File: src/rtl/eq_band_controller.sv
// eq_band_controller: keyboard-driven controller for a 12-band graphic equalizer.
// Holds per-band gain codes and the band cursor. Gain changes go to the
// coefficient loader over a valid/ready handshake. Gains and cursor are
// shadowed to the display on frame_start.
// Optional feature macro: EQ_FLAT_CMD_EN. It enables the flatten-all key,
// which rewrites every band to the flat code and issues one update per band.
module eq_band_controller #(
    parameter int          NUM_BANDS = 12,
    parameter int          GAIN_W    = 5,
    parameter int          GAIN_MAX  = 24,
    parameter int          GAIN_DEF  = 12,
    parameter logic [7:0]  KEY_LEFT  = 8'h6B,
    parameter logic [7:0]  KEY_RIGHT = 8'h74,
    parameter logic [7:0]  KEY_UP    = 8'h75,
    parameter logic [7:0]  KEY_DOWN  = 8'h72,
    parameter logic [7:0]  KEY_FLAT  = 8'h2B
) (
    input  logic                          clk50,
    input  logic                          reset,
    input  logic                          key_valid,
    input  logic [7:0]                    key_code,
    output logic                          key_ready,
    input  logic                          frame_start,
    output logic [NUM_BANDS*GAIN_W-1:0]   dials,
    output logic [3:0]                    sel_band,
    output logic                          upd_valid,
    input  logic                          upd_ready,
    output logic [3:0]                    upd_band,
    output logic [GAIN_W-1:0]             upd_gain
);

    localparam logic [GAIN_W-1:0] G_MAX     = GAIN_W'(GAIN_MAX);
    localparam logic [GAIN_W-1:0] G_DEF     = GAIN_W'(GAIN_DEF);
    localparam logic [GAIN_W-1:0] G_MIN     = '0;
    localparam logic [3:0]        LAST_BAND = 4'(NUM_BANDS - 1);

    typedef enum logic [1:0] {
        ST_IDLE,
        ST_UPDATE
`ifdef EQ_FLAT_CMD_EN
        , ST_FLAT
`endif
    } state_t;

    state_t              state_q, state_d;
    logic [3:0]          cursor_q, cursor_d;
    logic [GAIN_W-1:0]   gain_q [NUM_BANDS];
    logic [3:0]          upd_band_q, upd_band_d;
    logic [GAIN_W-1:0]   upd_gain_q, upd_gain_d;
    logic [NUM_BANDS*GAIN_W-1:0] dials_q;
    logic [3:0]          sel_q;

    // single gain write port driven by the FSM
    logic                wr_en;
    logic [3:0]          wr_idx;
    logic [GAIN_W-1:0]   wr_val;
    logic [GAIN_W-1:0]   gain_cur;

    // Saturating step helpers; callers compare first so these never wrap.
    function automatic logic [GAIN_W-1:0] gain_inc(input logic [GAIN_W-1:0] g);
        return (g < G_MAX) ? g + 1'b1 : g;
    endfunction

    function automatic logic [GAIN_W-1:0] gain_dec(input logic [GAIN_W-1:0] g);
        return (g > G_MIN) ? g - 1'b1 : g;
    endfunction

    assign gain_cur = gain_q[cursor_q];

    // Next-state, cursor movement, gain write and update payload selection
    always_comb begin
        state_d    = state_q;
        cursor_d   = cursor_q;
        upd_band_d = upd_band_q;
        upd_gain_d = upd_gain_q;
        wr_en      = 1'b0;
        wr_idx     = cursor_q;
        wr_val     = gain_cur;

        case (state_q)
            ST_IDLE: begin
                // key_ready is high in IDLE, so key_valid alone means accepted
                if (key_valid) begin
                    case (key_code)
                        KEY_LEFT: begin
                            cursor_d = (cursor_q == 4'd0) ? LAST_BAND : cursor_q - 4'd1;
                        end
                        KEY_RIGHT: begin
                            cursor_d = (cursor_q == LAST_BAND) ? 4'd0 : cursor_q + 4'd1;
                        end
                        KEY_UP: begin
                            if (gain_cur < G_MAX) begin
                                wr_en      = 1'b1;
                                wr_val     = gain_inc(gain_cur);
                                upd_band_d = cursor_q;
                                upd_gain_d = gain_inc(gain_cur);
                                state_d    = ST_UPDATE;
                            end
                        end
                        KEY_DOWN: begin
                            if (gain_cur > G_MIN) begin
                                wr_en      = 1'b1;
                                wr_val     = gain_dec(gain_cur);
                                upd_band_d = cursor_q;
                                upd_gain_d = gain_dec(gain_cur);
                                state_d    = ST_UPDATE;
                            end
                        end
`ifdef EQ_FLAT_CMD_EN
                        KEY_FLAT: begin
                            // band 0 is written and offered immediately
                            wr_en      = 1'b1;
                            wr_idx     = 4'd0;
                            wr_val     = G_DEF;
                            upd_band_d = 4'd0;
                            upd_gain_d = G_DEF;
                            state_d    = ST_FLAT;
                        end
`else
                        KEY_FLAT: begin
                            // flatten command not built in: consumed like any unknown key
                        end
`endif
                        default: begin
                        end
                    endcase
                end
            end

            ST_UPDATE: begin
                if (upd_ready) begin
                    state_d = ST_IDLE;
                end
            end

`ifdef EQ_FLAT_CMD_EN
            ST_FLAT: begin
                // upd_band_q doubles as the band walker for the flatten sweep
                if (upd_ready) begin
                    if (upd_band_q == LAST_BAND) begin
                        state_d = ST_IDLE;
                    end else begin
                        wr_en      = 1'b1;
                        wr_idx     = upd_band_q + 4'd1;
                        wr_val     = G_DEF;
                        upd_band_d = upd_band_q + 4'd1;
                        upd_gain_d = G_DEF;
                    end
                end
            end
`endif

            default: begin
                state_d = ST_IDLE;
            end
        endcase
    end

    // FSM state, cursor, gain table and update payload registers
    always_ff @(posedge clk50) begin
        if (reset) begin
            state_q    <= ST_IDLE;
            cursor_q   <= 4'd0;
            upd_band_q <= 4'd0;
            upd_gain_q <= G_DEF;
            for (int b = 0; b < NUM_BANDS; b++) begin
                gain_q[b] <= G_DEF;
            end
        end else begin
            state_q    <= state_d;
            cursor_q   <= cursor_d;
            upd_band_q <= upd_band_d;
            upd_gain_q <= upd_gain_d;
            for (int b = 0; b < NUM_BANDS; b++) begin
                if (wr_en && (wr_idx == 4'(b))) begin
                    gain_q[b] <= wr_val;
                end
            end
        end
    end

    // Display shadow: sampled only at frame_start so bars never tear mid-frame;
    // a same-cycle write is seen at the following frame
    always_ff @(posedge clk50) begin
        if (reset) begin
            dials_q <= {NUM_BANDS{G_DEF}};
            sel_q   <= 4'd0;
        end else if (frame_start) begin
            for (int b = 0; b < NUM_BANDS; b++) begin
                dials_q[b*GAIN_W +: GAIN_W] <= gain_q[b];
            end
            sel_q <= cursor_q;
        end
    end

    assign key_ready = (state_q == ST_IDLE);
    assign upd_valid = (state_q != ST_IDLE);
    assign upd_band  = upd_band_q;
    assign upd_gain  = upd_gain_q;
    assign dials     = dials_q;
    assign sel_band  = sel_q;

endmodule

File: config.mk
export PLATFORM = sky130hd
export DESIGN_NAME = eq_band_controller
export DESIGN_NICKNAME = d
export VERILOG_FILES = /design/src/rtl/eq_band_controller.sv
export SDC_FILE = /design/constraint.sdc
export NUM_CORES = 1
export LEC_CHECK = 0
export CORE_ASPECT_RATIO = 0.8
export CORE_MARGIN = 2
export CORE_UTILIZATION = 35
export DETAILED_ROUTE_END_ITERATION = 12
export GPL_ROUTABILITY_DRIVEN = 0
export PLACE_DENSITY_LB_ADDON = 0.25
export SETUP_SLACK_MARGIN = 0.2
export SLEW_MARGIN = 20
export SYNTH_ARGS = -nofsm -noshare
export SYNTH_HDL_FRONTEND = slang
export SYNTH_SLANG_ARGS = --single-unit
File: constraint.sdc
create_clock -name clk50 -period 8.13 [get_ports clk50]
set_input_delay 1.2195 -clock clk50 [delete_from_list [all_inputs] [get_ports clk50]]
set_output_delay 1.2195 -clock clk50 [all_outputs]
set_load 0.05 [all_outputs]
; ---- Word level (Yosys, flattened, before mapping)
; Memories as Yosys holds them, arrays and structs flattened. A register that Yosys moved wholly into a read port is not among the register bits.
; Index checks and enable logic that the tools add are counted.
[classes]
magnitude_cmp = 2
n_mux = 77
n_eq_ne = 23
n_reduce_logical = 20
bitwise = 12
add_sub_neg = 4
[ops]
columns = operator, count
row1 = $mux 5, 18
row2 = $mux 1, 42
row3 = $eq 8x7->1 const B, 4
row4 = $mux 4, 6
row5 = $pmux 5 s2, 2
row6 = $eq 4x3->1 const B, 4
row7 = $eq 4x4->1 const B, 4
row8 = $pmux 4 s2, 2
row9 = $logic_and 1x1->1, 12
row10 = $or 1x1->1, 12
row11 = $reduce_and 5->1, 2
row12 = $eq 4x2->1 const B, 2
row13 = $mux 2, 4
row14 = $ne 2x2->1 const B, 4
row15 = $pmux 2 s2, 2
row16 = $ne 3x3->1 const B, 2
row17 = $reduce_bool 2->1, 3
row18 = $add 5x1->5 const B, 1
row19 = $gt 5x1->1 const B, 1
row20 = $lt 5x5->1 const B, 1
row21 = $sub 5x1->5 const B, 1
row22 = $add 4x1->4 const B, 1
row23 = $eq 4x1->1 const B, 1
row24 = $logic_not 4->1, 1
row25 = other kinds (6), 6
[totals]
mem_bits_rw = 60
in_bits = 13
output_inout_bits = 75
regBits = 19
memories = 1
elab_cells = 144
[mem_list]
columns = name, words, width, rd, rd_ports_with_merged_regs, write_ports, line_no
row1 = gain_q, 12, 5, 13, 13, 12, 47  ; logic [GAIN_W-1:0] gain_q [NUM_BANDS];

; ---- Depth between registers and ports, before layout
; Gate-level depths: netlist of run 1.
[depth]
word_depth = 10
ltp_mapped = 13
mapped_depth_nobuf = 9

; ---- Least setup slack after synthesis of run 1
; No wires, ideal clock.
[synth_timing]
kind = input to register
from = in key_code[1]
to = mem gain_q[5][0], enable pin
required_time_ps = 7754
setup_time_ps = 376
arrival_ps = 3166
path_buffers = 2
slack_ps = 4588
stages = 7
cell_sequence = nor4bb_1 nand3_1 a311oi_4 o32ai_2 buf_2 buf_6 o31ai_1
[synth_rtl]
columns = item, line_no
row1 = from (decl), 21  ; input logic [7:0] key_code,
row2 = to (decl), 47

==> out/qor.txt, run 1 <==
Status -> finished, final reports clean
Worst stage delay on the critical path -> 0.81 ns
Critical setup path kind -> reg -> reg
Critical-path cell with the highest stage delay -> sky130_fd_sc_hd__mux2i_1
CP cell instances -> mux4_2, mux2i_1, o21a_1, ha_1, a21boi_0, o21ai_0, nor3_1, mux2i_1, a211oi_1
Violation count after the first detailed-route iteration -> 542
Antenna Violating Nets Remaining -> 0
Transition time of the tightest slew-check pin -> 1.217 ns
Highest net fanout along the worst path -> 13
Worst slew slack as a fraction of its limit -> 18.88%
DRC violation count after routing -> 0
Routed wire length -> 17.46 mm
Lkg Pwr -> 2.921 nW
Largest net degree at the start of global routing -> 67
Number of H-tree branching levels -> 4
Count of buffer and inverter cells on the critical path -> 0
Synthesized instance count -> 575
Effective utilization at floorplan -> 35.58%
Areal power density over the cells -> 212.3 mW/mm^2
Number of inserted diodes -> 0
Worst IR Drop VDD -> 0.1208 mV
Seq cells post-synth -> 142
Fraction of final layout cells sized beyond drive strength 1 -> 9.119%
Row count -> 44
TritonCTS clock tree -> done
Leading post-synthesis cells by instance count -> sky130_fd_sc_hd__dfxtp_1, sky130_fd_sc_hd__mux2i_1, sky130_fd_sc_hd__edfxtp_1, sky130_fd_sc_hd__nor2_1, sky130_fd_sc_hd__nand2_1
TritonCTS Buffers -> 17
Placed standard-cell area -> 0.007430 mm^2
Proportion of synthesized flip-flops having asynchronous set or reset -> 0%
Half-perimeter wire length after detailed placement -> 12.34 mm
Minimum setup slack among reg-to-reg paths -> 3.78 ns
Overall global routing resource usage -> 18.29%
Count of final max-slew check failures -> 0
Part of the Yosys area used for sequential elements -> 53.59%
Most frequent cell after synthesis -> sky130_fd_sc_hd__dfxtp_1
Via-per-instance ratio -> 5.555
Required arrival time at the worst endpoint -> 8.23 ns
Die extent in y -> 125.2 um
CP startpoint kind -> register
Detailed Routing Iterations Pass 1 -> 5
Final Critical Period -> 4.346 ns
Vias in the first global route -> 4658
Post-CTS Setup Bufs -> 0
Fillers -> 1639
Leading register cell type out of synthesis -> sky130_fd_sc_hd__dfxtp_1
Largest delay share family, worst path -> multiplexers
Number of flops mapped to enable cells by yosys -> 60
Synth Warn # -> 0
Proportion of netlist area held by the largest area contributor -> 28.04%
Critical path's most frequent cell -> sky130_fd_sc_hd__mux2i_1
Class of the tightest hold or removal check -> reg -> reg
Number of distinct standard cells referenced by the synthesized netlist -> 65
Total grt overflow -> 0
Top cell type by total area after synthesis -> sky130_fd_sc_hd__edfxtp_1
Full die area -> 0.01946 mm^2
Core area -> 0.01806 mm^2
Antenna violations before repair -> 0
Total Neg Setup Slack -> 0 ns
Latest clock arrival within the worst-skew pair -> 0.43 ns
Clock transition time at the flip-flop clock pins of the worst setup and hold paths -> 0.06 ns
Nets in the synthesized netlist -> 594
CP Capture Type -> register
Cts-stage hold buffer count -> 0
Setup violators final -> 0
# nets final -> 664
Post-synthesis area per instance -> 11.17 um^2
Count of buffers inserted at the top-level ports -> 87
Summed area of non-filler cells in the final layout -> 0.008084 mm^2
Post-synth design cell area -> 0.006425 mm^2
Max Clk Rate -> 0.2301 GHz
Routed wire length per instance -> 19.66 um
Clock skew -> 0.01175 ns
Global-route wire length before repair -> 27.03 mm
Die boundary width -> 155.5 um
Final cycle utilization of the critical path -> 53.45%
Max-capacitance violation count -> 0
CTS max path bufs -> 2
Synth-to-layout area growth -> 25.82%
RSZ-0062 raised after global routing -> no
Root buffer cell -> sky130_fd_sc_hd__clkbuf_16
Top cells by area, synth -> sky130_fd_sc_hd__edfxtp_1, sky130_fd_sc_hd__dfxtp_1, sky130_fd_sc_hd__mux2i_1
Gates resized, CTS repair -> 0
Final Hold Fails -> 0
Number of clock sinks seen by CTS -> 142
Signal arrival time at the worst endpoint -> 4.44 ns
Vias -> 4933
Count of pins on the block boundary -> 88
[cell usage in the layout (no fill, tap or decap), types with 3 or more instances in the layout]
cell                              instances
sky130_fd_sc_hd__a211oi_1                 7
sky130_fd_sc_hd__a21boi_0                 6
sky130_fd_sc_hd__a21o_1                   4
sky130_fd_sc_hd__a21oi_1                 16
sky130_fd_sc_hd__a221oi_1                 4
sky130_fd_sc_hd__a31oi_1                  4
sky130_fd_sc_hd__and3_1                  18
sky130_fd_sc_hd__buf_4                    7
sky130_fd_sc_hd__bufinv_16                3
sky130_fd_sc_hd__clkbuf_1                 4
sky130_fd_sc_hd__clkbuf_16               19
sky130_fd_sc_hd__clkdlybuf4s50_1         85
sky130_fd_sc_hd__dfxtp_1                 82
sky130_fd_sc_hd__edfxtp_1                60
sky130_fd_sc_hd__ha_1                     6
sky130_fd_sc_hd__inv_1                   12
sky130_fd_sc_hd__mux2_2                   3
sky130_fd_sc_hd__mux2i_1                 76
sky130_fd_sc_hd__mux4_2                  11
sky130_fd_sc_hd__nand2_1                 53
sky130_fd_sc_hd__nand2b_1                 5
sky130_fd_sc_hd__nand3_1                 10
sky130_fd_sc_hd__nand4_1                 19
sky130_fd_sc_hd__nor2_1                  56
sky130_fd_sc_hd__nor2b_1                  5
sky130_fd_sc_hd__nor3_1                   8
sky130_fd_sc_hd__nor4_1                   4
sky130_fd_sc_hd__o21ai_0                  4
sky130_fd_sc_hd__o31ai_1                 10
[worst min-delay path: stages (launching register included)]
cell and delay [ns]:
sky130_fd_sc_hd__dfxtp_1 0.31, sky130_fd_sc_hd__nand2_1 0.06, sky130_fd_sc_hd__a21oi_1 0.05
[cell families after synthesis]
group	share of synthesized area (%)
compound gates	9.796
xor+xnor	0.4090
fa+ha+maj	1.168
buf+inv	3.739
flops	53.59
mux	16.81
simple gates	14.49
[where the power goes]
group          total (W)  internal (W)  switching [W]
clock network   0.000837      0.000538       0.000299
logic           0.000111     0.0000392      0.0000722
registers       0.000767      0.000757      0.0000104
total            0.00172       0.00133       0.000382
[path summary, 6_finish.rpt]
kind | start | endpoint | cells after the start
worst min register to register | upd_band[1] | upd_band[1] | 2
worst max-delay path | register | gain_q[3][1] | 9
worst max register to register | register | gain_q[3][1] | 9
worst min-delay path | upd_band[1] | upd_band[1] | 2
[metal layers]
metal | vias up | share of wire [%] | GRT usage (%) | routed length [um]
li1 | 2270 | - | - | -
met1 | 2357 | 44 | 24.93 | 7768
met2 | 266 | 44 | 27.20 | 7757
met3 | 40 | 8.2 | 5.130 | 1433
met4 | 0 | 2.9 | 8.041 | 502
met5 | - | 0 | 0 | 0
[registers in the layout (all words and copies together) (netlist names), named ones only]
| name | flops |
|---|---|
| sel_band | 4 |
| dials | 60 |
| state_q | 1 |
| gain_q | 60 |
| upd_band | 4 |
| cursor_q | 4 |
| upd_gain | 5 |
[cell type report]
type | count | area, um^2 | area share, %
Sequential cell | 142 | 3443 | 42.59
Multi-Input combinational cell | 377 | 2746 | 33.97
Timing Repair Buffer | 94 | 915.9 | 11.33
Clock buffer | 25 | 518.0 | 6.408
Tap cell | 230 | 287.8 | 3.560
Clock inverter | 7 | 123.9 | 1.532
Inverter | 13 | 48.80 | 0.6036
[stage by stage]
stage               total power (W)  worst slack (ns)  utilization, %  std cells  hold slack (ns)
floorplan                 0.0008543             4.588               -        575           0.4583
global placement          0.0008922             3.782           41.14        855           0.4460
detailed placement        0.0008939             3.648           41.14        855           0.4483
CTS                        0.001729             3.872           44.70        887           0.4662
global route               0.001770             3.601           44.77        888           0.4993
finish                     0.001716             3.784           44.77        888           0.4653
Note: power is estimated with default switching activity, not from simulation.
==> inputs of run 2 (changes only) <==
==> constraint.sdc (replaced) <==
create_clock -name clk50 -period 4.15 [get_ports clk50]
set_input_delay 0.6225 -clock clk50 [delete_from_list [all_inputs] [get_ports clk50]]
set_output_delay 0.6225 -clock clk50 [all_outputs]
set_load 0.05 [all_outputs]
==> out/qor.txt, run 2 (synthesis results as in run 1) <==
Half-perimeter wire length after detailed placement -> 12.87 mm
Count of buffer and inverter cells on the critical path -> 2
Count of pins on the block boundary -> 88
Cts-stage hold buffer count -> 0
Vias in the first global route -> 4883
Number of H-tree branching levels -> 4
CP cell instances -> buf_4, mux2_1, mux4_2, a311oi_4, o32ai_2, buf_4, o31ai_1
Count of buffers inserted at the top-level ports -> 87
Fraction of final layout cells sized beyond drive strength 1 -> 11.03%
Most frequent cells in the layout -> sky130_fd_sc_hd__clkdlybuf4s50_1, sky130_fd_sc_hd__dfxtp_1, sky130_fd_sc_hd__mux2i_1
Total Neg Setup Slack -> 0 ns
Largest net degree at the start of global routing -> 68
Synth-to-layout area growth -> 26.41%
CTS max path bufs -> 2
Gates resized, CTS repair -> 0
TritonCTS clock tree -> done
Finished Core Util -> 44.98%
RSZ-0062 raised after global routing -> no
Overall global routing resource usage -> 18.57%
Latest clock arrival within the worst-skew pair -> 0.42 ns
Transition time of the tightest slew-check pin -> 1.082 ns
Clock skew -> 0.007585 ns
Signal arrival time at the worst endpoint -> 3.81 ns
TritonCTS Buffers -> 17
Clock transition time at the flip-flop clock pins of the worst setup and hold paths -> 0.06 ns
Highest net fanout along the worst path -> 16
Core area -> 0.01806 mm^2
Largest delay share family, worst path -> compound AO/OA/AOI/OAI gates
Row count -> 44
Worst slew slack as a fraction of its limit -> 27.26%
Max-capacitance violation count -> 0
Worst IR Drop VDD -> 0.2308 mV
Die boundary width -> 155.5 um
Die extent in y -> 125.2 um
Via-per-instance ratio -> 5.533
Number of clock sinks seen by CTS -> 142
Post-CTS Setup Bufs -> 0
Critical setup path kind -> reg -> reg
Final Hold Fails -> 0
Final Critical Period -> 3.770 ns
Violation count after the first detailed-route iteration -> 522
Lkg Pwr -> 2.963 nW
CP startpoint kind -> register
Antenna violations before repair -> 0
Overall Power -> 0.003227 W
Antenna Violating Nets Remaining -> 0
Detailed Routing Iterations Pass 1 -> 6
# nets final -> 677
Final cycle utilization of the critical path -> 90.86%
Max Clk Rate -> 0.2652 GHz
Critical-path cell with the highest stage delay -> sky130_fd_sc_hd__o31ai_1
Worst stage delay on the critical path -> 0.91 ns
Status -> finished, final reports clean
Routed wire length -> 17.90 mm
Areal power density over the cells -> 397.3 mW/mm^2
Vias -> 4985
CP Capture Type -> register
Full die area -> 0.01946 mm^2
Count of final max-slew check failures -> 0
Critical path's most frequent cell -> sky130_fd_sc_hd__buf_4
Number of placed instances with taps included -> 869
Layout Cells excl Fill -> 901
Total grt overflow -> 0
Required arrival time at the worst endpoint -> 4.19 ns
Setup violators final -> 0
Routed wire length per instance -> 19.87 um
Root buffer cell -> sky130_fd_sc_hd__clkbuf_16
Leading cell type in the layout, fill and taps excluded -> sky130_fd_sc_hd__clkdlybuf4s50_1
Class of the tightest hold or removal check -> reg -> reg
DRC violation count after routing -> 0
Effective utilization at floorplan -> 35.58%
Number of inserted diodes -> 0
Global-route wire length before repair -> 27.52 mm
[run 2: through the flow]
step / hold slack, ns / area (um^2) / setup WS (ns)
after detailed placement: 0.4492 / 7535 / 0.2759
after floorplan: 0.4583 / 6425 / 0.7885
after CTS: 0.4654 / 8117 / 0.3839
after global placement: 0.4461 / 7535 / 0.4350
final: 0.4631 / 8122 / 0.3795
after global routing: 0.4864 / 8122 / 0.2324
[run 2: worst reg2reg max path: stages (launching register included)]
cell,delay [ns]
sky130_fd_sc_hd__dfxtp_1,0.46
sky130_fd_sc_hd__buf_4,0.34
sky130_fd_sc_hd__mux2_1,0.36
sky130_fd_sc_hd__mux4_2,0.57
sky130_fd_sc_hd__a311oi_4,0.37
sky130_fd_sc_hd__o32ai_2,0.15
sky130_fd_sc_hd__buf_4,0.22
sky130_fd_sc_hd__o31ai_1,0.91
[run 2: area by class of cell]
cell class                 count  area, um^2
fill                        1670        9936
sequential                   142        3443
multi-input combinational    377        2746
timing repair buffer         107        1013
clock buffer                  21       450.4
tap                          230       287.8
clock inverter                11       131.4
inverter                      13       48.80
[run 2: worst paths after layout]
| kind | from | endpoint | slack (ns) | cells past startpoint |
|---|---|---|---|---|
| max | register | gain_q[11][1] | 0.38 | 7 |
| min | upd_band[2] | upd_band[2] | 0.46 | 2 |
| max reg2reg | register | gain_q[11][1] | 0.38 | 7 |
| min reg2reg | upd_band[2] | upd_band[2] | 0.46 | 2 |
[run 2: per-layer routing]
| layer | global-route usage (%) | part of all wire [%] | wire (um) | up-vias |
|---|---|---|---|---|
| li1 | - | - | - | 2301 |
| met1 | 25.53 | 44 | 7878 | 2408 |
| met2 | 27.46 | 44 | 7903 | 236 |
| met3 | 5.130 | 8.9 | 1601 | 40 |
| met4 | 8.095 | 2.9 | 519 | 0 |
| met5 | 0 | 0 | 0 | - |
[run 2: where the power goes]
part	leakage [nW]	switching, W	internal (W)	total, W
combinational	1.48	0.000145	0.0000782	0.000223
sequential	1.20	0.0000209	0.00148	0.00150
clock	0.287	0.000592	0.000908	0.00150
total	2.96	0.000758	0.00247	0.00323
